File: config.mk
export PLATFORM = sky130hd
export DESIGN_NAME = tempo_clock
export DESIGN_NICKNAME = d
export VERILOG_FILES = /design/src/rtl/tempo_clock.sv
export SDC_FILE = /design/constraint.sdc
export NUM_CORES = 1
export LEC_CHECK = 0
export ABC_AREA = 1
export CELL_PAD_IN_SITES_DETAIL_PLACEMENT = 0
export CELL_PAD_IN_SITES_GLOBAL_PLACEMENT = 1
export CORE_MARGIN = 2
export CORE_UTILIZATION = 35
export DETAILED_ROUTE_END_ITERATION = 7
export PLACE_DENSITY_LB_ADDON = 0.1
export SYNTH_ARGS = -nofsm -noshare
export SYNTH_HDL_FRONTEND = slang
export SYNTH_SLANG_ARGS = --single-unit
File: constraint.sdc
create_clock -name clock_in -period 4.3 [get_ports clock_in]
set_input_delay 0.86 -clock clock_in [delete_from_list [all_inputs] [get_ports clock_in]]
set_output_delay 0.86 -clock clock_in [all_outputs]
set_load 0.01 [all_outputs]
File: src/rtl/tempo_clock.sv
// tempo_clock: phase-accumulator tempo generator, 16 ticks per quarter note.
// Ports: clock_in/reset_n, bpm/run/sync in; tick/strobe/downbeat/beat/bar out.
module tempo_clock #(
  parameter int CLOCK_FREQ    = 12000000,
  parameter int BPM_WIDTH     = 9,
  parameter int BEATS_PER_BAR = 4,
  parameter int BAR_WIDTH     = 8
) (
  input  logic                 clock_in,
  input  logic                 reset_n,
  input  logic [BPM_WIDTH-1:0] bpm,
  input  logic                 run,
  input  logic                 sync,
  output logic                 tick,
  output logic [6:0]           strobe,
  output logic                 downbeat,
  output logic [3:0]           beat,
  output logic [BAR_WIDTH-1:0] bar
);

  localparam longint LIMIT   = longint'(60) * longint'(CLOCK_FREQ);
  localparam longint BPM_MAX = (longint'(1) << BPM_WIDTH) - 1;
  localparam int     ACC_W   = $clog2(LIMIT + 16 * BPM_MAX + 1);

  localparam logic [ACC_W-1:0] LIMIT_W   = ACC_W'(LIMIT);
  localparam logic [3:0]       BEAT_LAST = 4'(BEATS_PER_BAR - 1);

  if (16 * BPM_MAX >= LIMIT) begin : g_bad_rate
    $error("tempo_clock: max bpm too fast for CLOCK_FREQ");
  end

  if (BEATS_PER_BAR < 1 || BEATS_PER_BAR > 16) begin : g_bad_bar
    $error("tempo_clock: BEATS_PER_BAR out of range 1..16");
  end

  logic [ACC_W-1:0]     acc;
  logic [ACC_W-1:0]     inc;
  logic [ACC_W-1:0]     sum;
  logic                 ovf;
  logic [BPM_WIDTH-1:0] bpm_l;
  logic                 pending;
  logic [5:0]           tcount;
  logic [5:0]           tc_nx;
  logic                 beat_wrap;
  logic                 bar_wrap;
  logic [3:0]           beat_nx;
  logic [6:0]           strobe_nx;

  always_comb begin
    inc       = ACC_W'({bpm_l, 4'b0000});
    sum       = acc + inc;
    ovf       = sum >= LIMIT_W;
    tc_nx     = tcount + 6'd1;
    beat_wrap = tc_nx[3:0] == 4'd0;
    bar_wrap  = beat_wrap && (beat == BEAT_LAST);
    beat_nx   = beat;
    if (bar_wrap) begin
      beat_nx = 4'd0;
    end else if (beat_wrap) begin
      beat_nx = beat + 4'd1;
    end
    // strobe[k] fires when the low k bits of the new position are zero
    strobe_nx = {tc_nx[5:0] == 6'd0,
                 tc_nx[4:0] == 5'd0,
                 tc_nx[3:0] == 4'd0,
                 tc_nx[2:0] == 3'd0,
                 tc_nx[1:0] == 2'd0,
                 tc_nx[0]   == 1'b0,
                 1'b1};
  end

  always_ff @(posedge clock_in or negedge reset_n) begin
    if (!reset_n) begin
      acc      <= '0;
      tcount   <= '0;
      beat     <= '0;
      bar      <= '0;
      bpm_l    <= '0;
      pending  <= 1'b1;
      tick     <= 1'b0;
      strobe   <= '0;
      downbeat <= 1'b0;
    end else begin
      tick     <= 1'b0;
      strobe   <= '0;
      downbeat <= 1'b0;
      if (!run) begin
        bpm_l <= bpm;
      end
      if (sync) begin
        acc     <= '0;
        tcount  <= '0;
        beat    <= '0;
        bar     <= '0;
        pending <= 1'b1;
      end else if (run && pending) begin
        // position is already 0 here: only reset/sync set pending
        pending  <= 1'b0;
        acc      <= '0;
        bpm_l    <= bpm;
        tick     <= 1'b1;
        strobe   <= 7'h7f;
        downbeat <= 1'b1;
      end else if (run && bpm_l != '0) begin
        if (ovf) begin
          // keep the remainder so long-term rate is exact
          acc      <= sum - LIMIT_W;
          bpm_l    <= bpm;
          tcount   <= tc_nx;
          beat     <= beat_nx;
          if (bar_wrap) begin
            bar <= bar + 1'b1;
          end
          tick     <= 1'b1;
          strobe   <= strobe_nx;
          downbeat <= beat_wrap && (beat_nx == 4'd0);
        end else begin
          acc <= sum;
        end
      end
    end
  end

endmodule

==> results_dict.tcl <==
set metrics [dict create \
    synthAdderAreaFrac_pct 3.99 \
    final-max-slew-violation-count 0 \
    synth-xor-area-share_pct 1.85 \
    path_cells "ha_1, inv_1, fa_1, inv_1, nand2_1, nand3_1, xnor2_1, inv_1, ha_1, and3b_1, nand3_1, nor2_1, nand3_1, nor2_1, nand3_1, nor2_1, nand3_2, nand3_4, buf_4, nand3_1, nand3_1, nand2_1" \
    fin_setup_tns_ps 0 \
    cts_htree_levels 3 \
    synth_area_leader_cell "dfrtp_1" \
    core_sq_um 14500 \
    synth_compound_area_share_pct 9.59 \
    cts-root-buf "clkbuf_16" \
    outcome "complete, no violations" \
    fin_util_pct 41.2 \
    syn_nets 843 \
    crit_path_frequent_cell "nand3_1" \
    drt-initial-drc-count 343 \
    antenna_found_initial 0 \
    ys_ff_latch 62 \
    critical_path_class "reg2reg" \
    ys_top_cells_by_area "dfrtp_1 29%, nand2_1 20%, nand3_1 9.0%" \
    ys.flop_type "dfrtp_1" \
    slew_headroom_pct 56.1 \
    synth_edf_count 0 \
    drive_gt1_share_pct 9.99 \
    drcViolationCount 0 \
    portBuffers 33 \
    ir_drop_uv 168 \
    synth_area_per_cell_sq_um 6.39 \
    p_leak_nw 2.94 \
    cts_setup_buffers 0 \
    hp-class "in2async" \
    grt_usage_pct 20.6 \
    power.share.clock_pct 43.0 \
    worst_setup_hold_path_clk_slew_ps 60 \
    cp_slowest_cell "fa_1" \
    ctsHoldBuffers 0 \
    grt_pass1_vias 5153 \
    num_io_pins 34 \
    p_sw_share_pct 30.4 \
    async_reset_ff_share_pct 100 \
    rsz0062_at_grt "false" \
    tightest_slew_ps 659 \
    power_frac_seq_pct 37.0 \
    final_nets 875 \
    die-width_microns 126 \
    synth_top_area_share_pct 29.3 \
    postSynthCellCount 814 \
    p_per_area_nw_per_um2 294 \
    required_ps 4520 \
    rows 44 \
    synth_top_family_by_area "simple AND/OR/NAND/NOR gates" \
    cp.arrival_ps 4050 \
    grt_max_degree 50 \
    drt-wirelength-per-cell_microns 15.2 \
    synth_top_cells_by_count "282 x nand2_1, 101 x inv_1, 94 x nand3_1" \
    drt-pass1-iter-count 4 \
    syn_area_sq_um 5200 \
    yosysMostFrequentCell "nand2_1" \
    clock_path_buffers 2 \
    fin_area_sq_um 5990 \
    pwr-share-comb_pct 20.0 \
    post_dp_cell_area_sq_um 5680 \
    overflow 0 \
    dieHeight_microns 126 \
    yosys_warnings 0 \
    cts_tree "yes" \
    cts.sinks 62 \
    ys_seq_area_share_pct 29.8 \
    gr-max-usage-layer "met2" \
    worstSetupStartpointType "flip-flop" \
    crit_path_max_fanout 29 \
    grtUsageMet1_pct 26.9 \
    setup_violations 0 \
    drtAntennaViolNets 0 \
    clock_skew_ps 5.87 \
    p_int_mw 1.22 \
    end_kind "flip-flop" \
    clk_latency_ps 330 \
    start_util_pct 35.8 \
    synth_cell_types 44 \
    die_area_sq_um 15900 \
    grt_pass1_wl_microns 26200 \
    power_switching_mw 0.534 \
    vias_per_cell 5.02 \
    fmax_mhz 261 \
    met2_usage_pct 34.4 \
    drt-total-wl_microns 15800 \
    cts_resized 0 \
    diodes 0 \
    hold_viol_final 0 \
    synthMuxAreaShare_pct 0.192 \
    area_growth_pct 15.0 \
    cap_violations 0 \
    numCtsBuffers 9 \
    synthSimpleGateAreaFrac_pct 44.5 \
    finalCriticalPeriod_ps 3830 \
    place.gp.congestion 0.939 \
    slowest_delay_ps 410 \
    dp_hpwl_microns 12500 \
    vias 5195 \
    grt_use_met3_pct 3.87 \
    min_period_over_period_pct 89.0 \
    fin_hold_ws_ps 435 \
]
power groups by stage:
stage	sequential (mW)	clock [mW]	combinational (mW)
6_report	0.651	0.756	0.351
5_1_grt	0.656	0.800	0.396
4_1_cts	0.651	0.772	0.352
3_5_place_dp	0.660	0	0.350
3_3_place_gp	0.659	0	0.349
2_1_floorplan	0.656	0	0.226
final timing paths:
check                          from   endpoint  slack [ps]  cells past startpoint
setup / recovery           bpm_l[0]    acc[24]         470                     22
hold reg to reg             pending    pending         460                      2
min in group clock_in       pending    pending         460                      2
setup reg to reg           bpm_l[0]    acc[24]         470                     22
max in group asynchronous   reset_n  tcount[2]        2860                      2
hold / removal              reset_n     acc[8]         440                      1
per-layer routing:
metal  up-vias  routed length (microns)
met4         0                      401
met3        27                      646
met1      2394                     7440
li1       2669                        -
met5         -                        0
met2       105                     7280
sequential cells by signal (all words and copies together) (netlist names):
signal	count
acc	26
bpm_l	9
bar	8
strobe	7
tcount	6
beat	4
downbeat	1
pending	1
cell type report:
cell class | count | area (sq um)
flip-flops and latches | 62 | 1550
multi-input cells | 628 | 3130
clock buffers | 13 | 260
inverters | 106 | 398
clock inverters | 3 | 45.0
well taps | 184 | 230
repair buffers | 39 | 370
fillers | 1584 | 8550
kinds of logic (layout without fill, tap and decap cells):
kind of cell | Yosys count | in the layout
adders and majority gates | 16 | 16
DFF | 62 | 62
and+or+nand+nor | 514 | 514
xor gates and xnor gates | 11 | 11
AOI/OAI and AO/OA | 86 | 86
muxes | 1 | 1
buffers and inverters | 124 | 161
metrics by stage:
step,std cells,total power [mW],setup WS [ps]
floorplan,814,0.882,1360
global placement,1019,1.01,618
detailed placement,1019,1.01,522
CTS,1035,1.77,485
global route,1035,1.85,99.0
finish,1035,1.76,473
layout by cell type, fill, tap and decap left out, types with 3 or more instances in the layout:
| cell | count |
|---|---|
| nand3b_1 | 3 |
| xnor2_1 | 5 |
| nand3_2 | 6 |
| nand2_2 | 15 |
| inv_1 | 101 |
| nor2_2 | 8 |
| buf_4 | 6 |
| o21ai_1 | 26 |
| nand3_4 | 3 |
| nand4_1 | 16 |
| o21ai_2 | 9 |
| o21ai_0 | 13 |
| a21oi_1 | 26 |
| nand2_1 | 282 |
| clkbuf_16 | 9 |
| ha_1 | 15 |
| a22o_1 | 3 |
| or2_2 | 10 |
| dfrtp_1 | 61 |
| xor2_1 | 6 |
| nor3_1 | 7 |
| nand3_1 | 94 |
| nor2_1 | 60 |
| inv_2 | 5 |
| clkdlybuf4s50_1 | 32 |
worst max-delay path, delay by kind of cell (launching register included):
family,cells,cell delay (ps)
XOR/XNOR,1,160
adder cells (fa/ha/maj),3,810
buffers and inverters,4,670
flip-flops,1,370
AND/OR/NAND/NOR,14,1690
(Power assumes the default switching activity.)
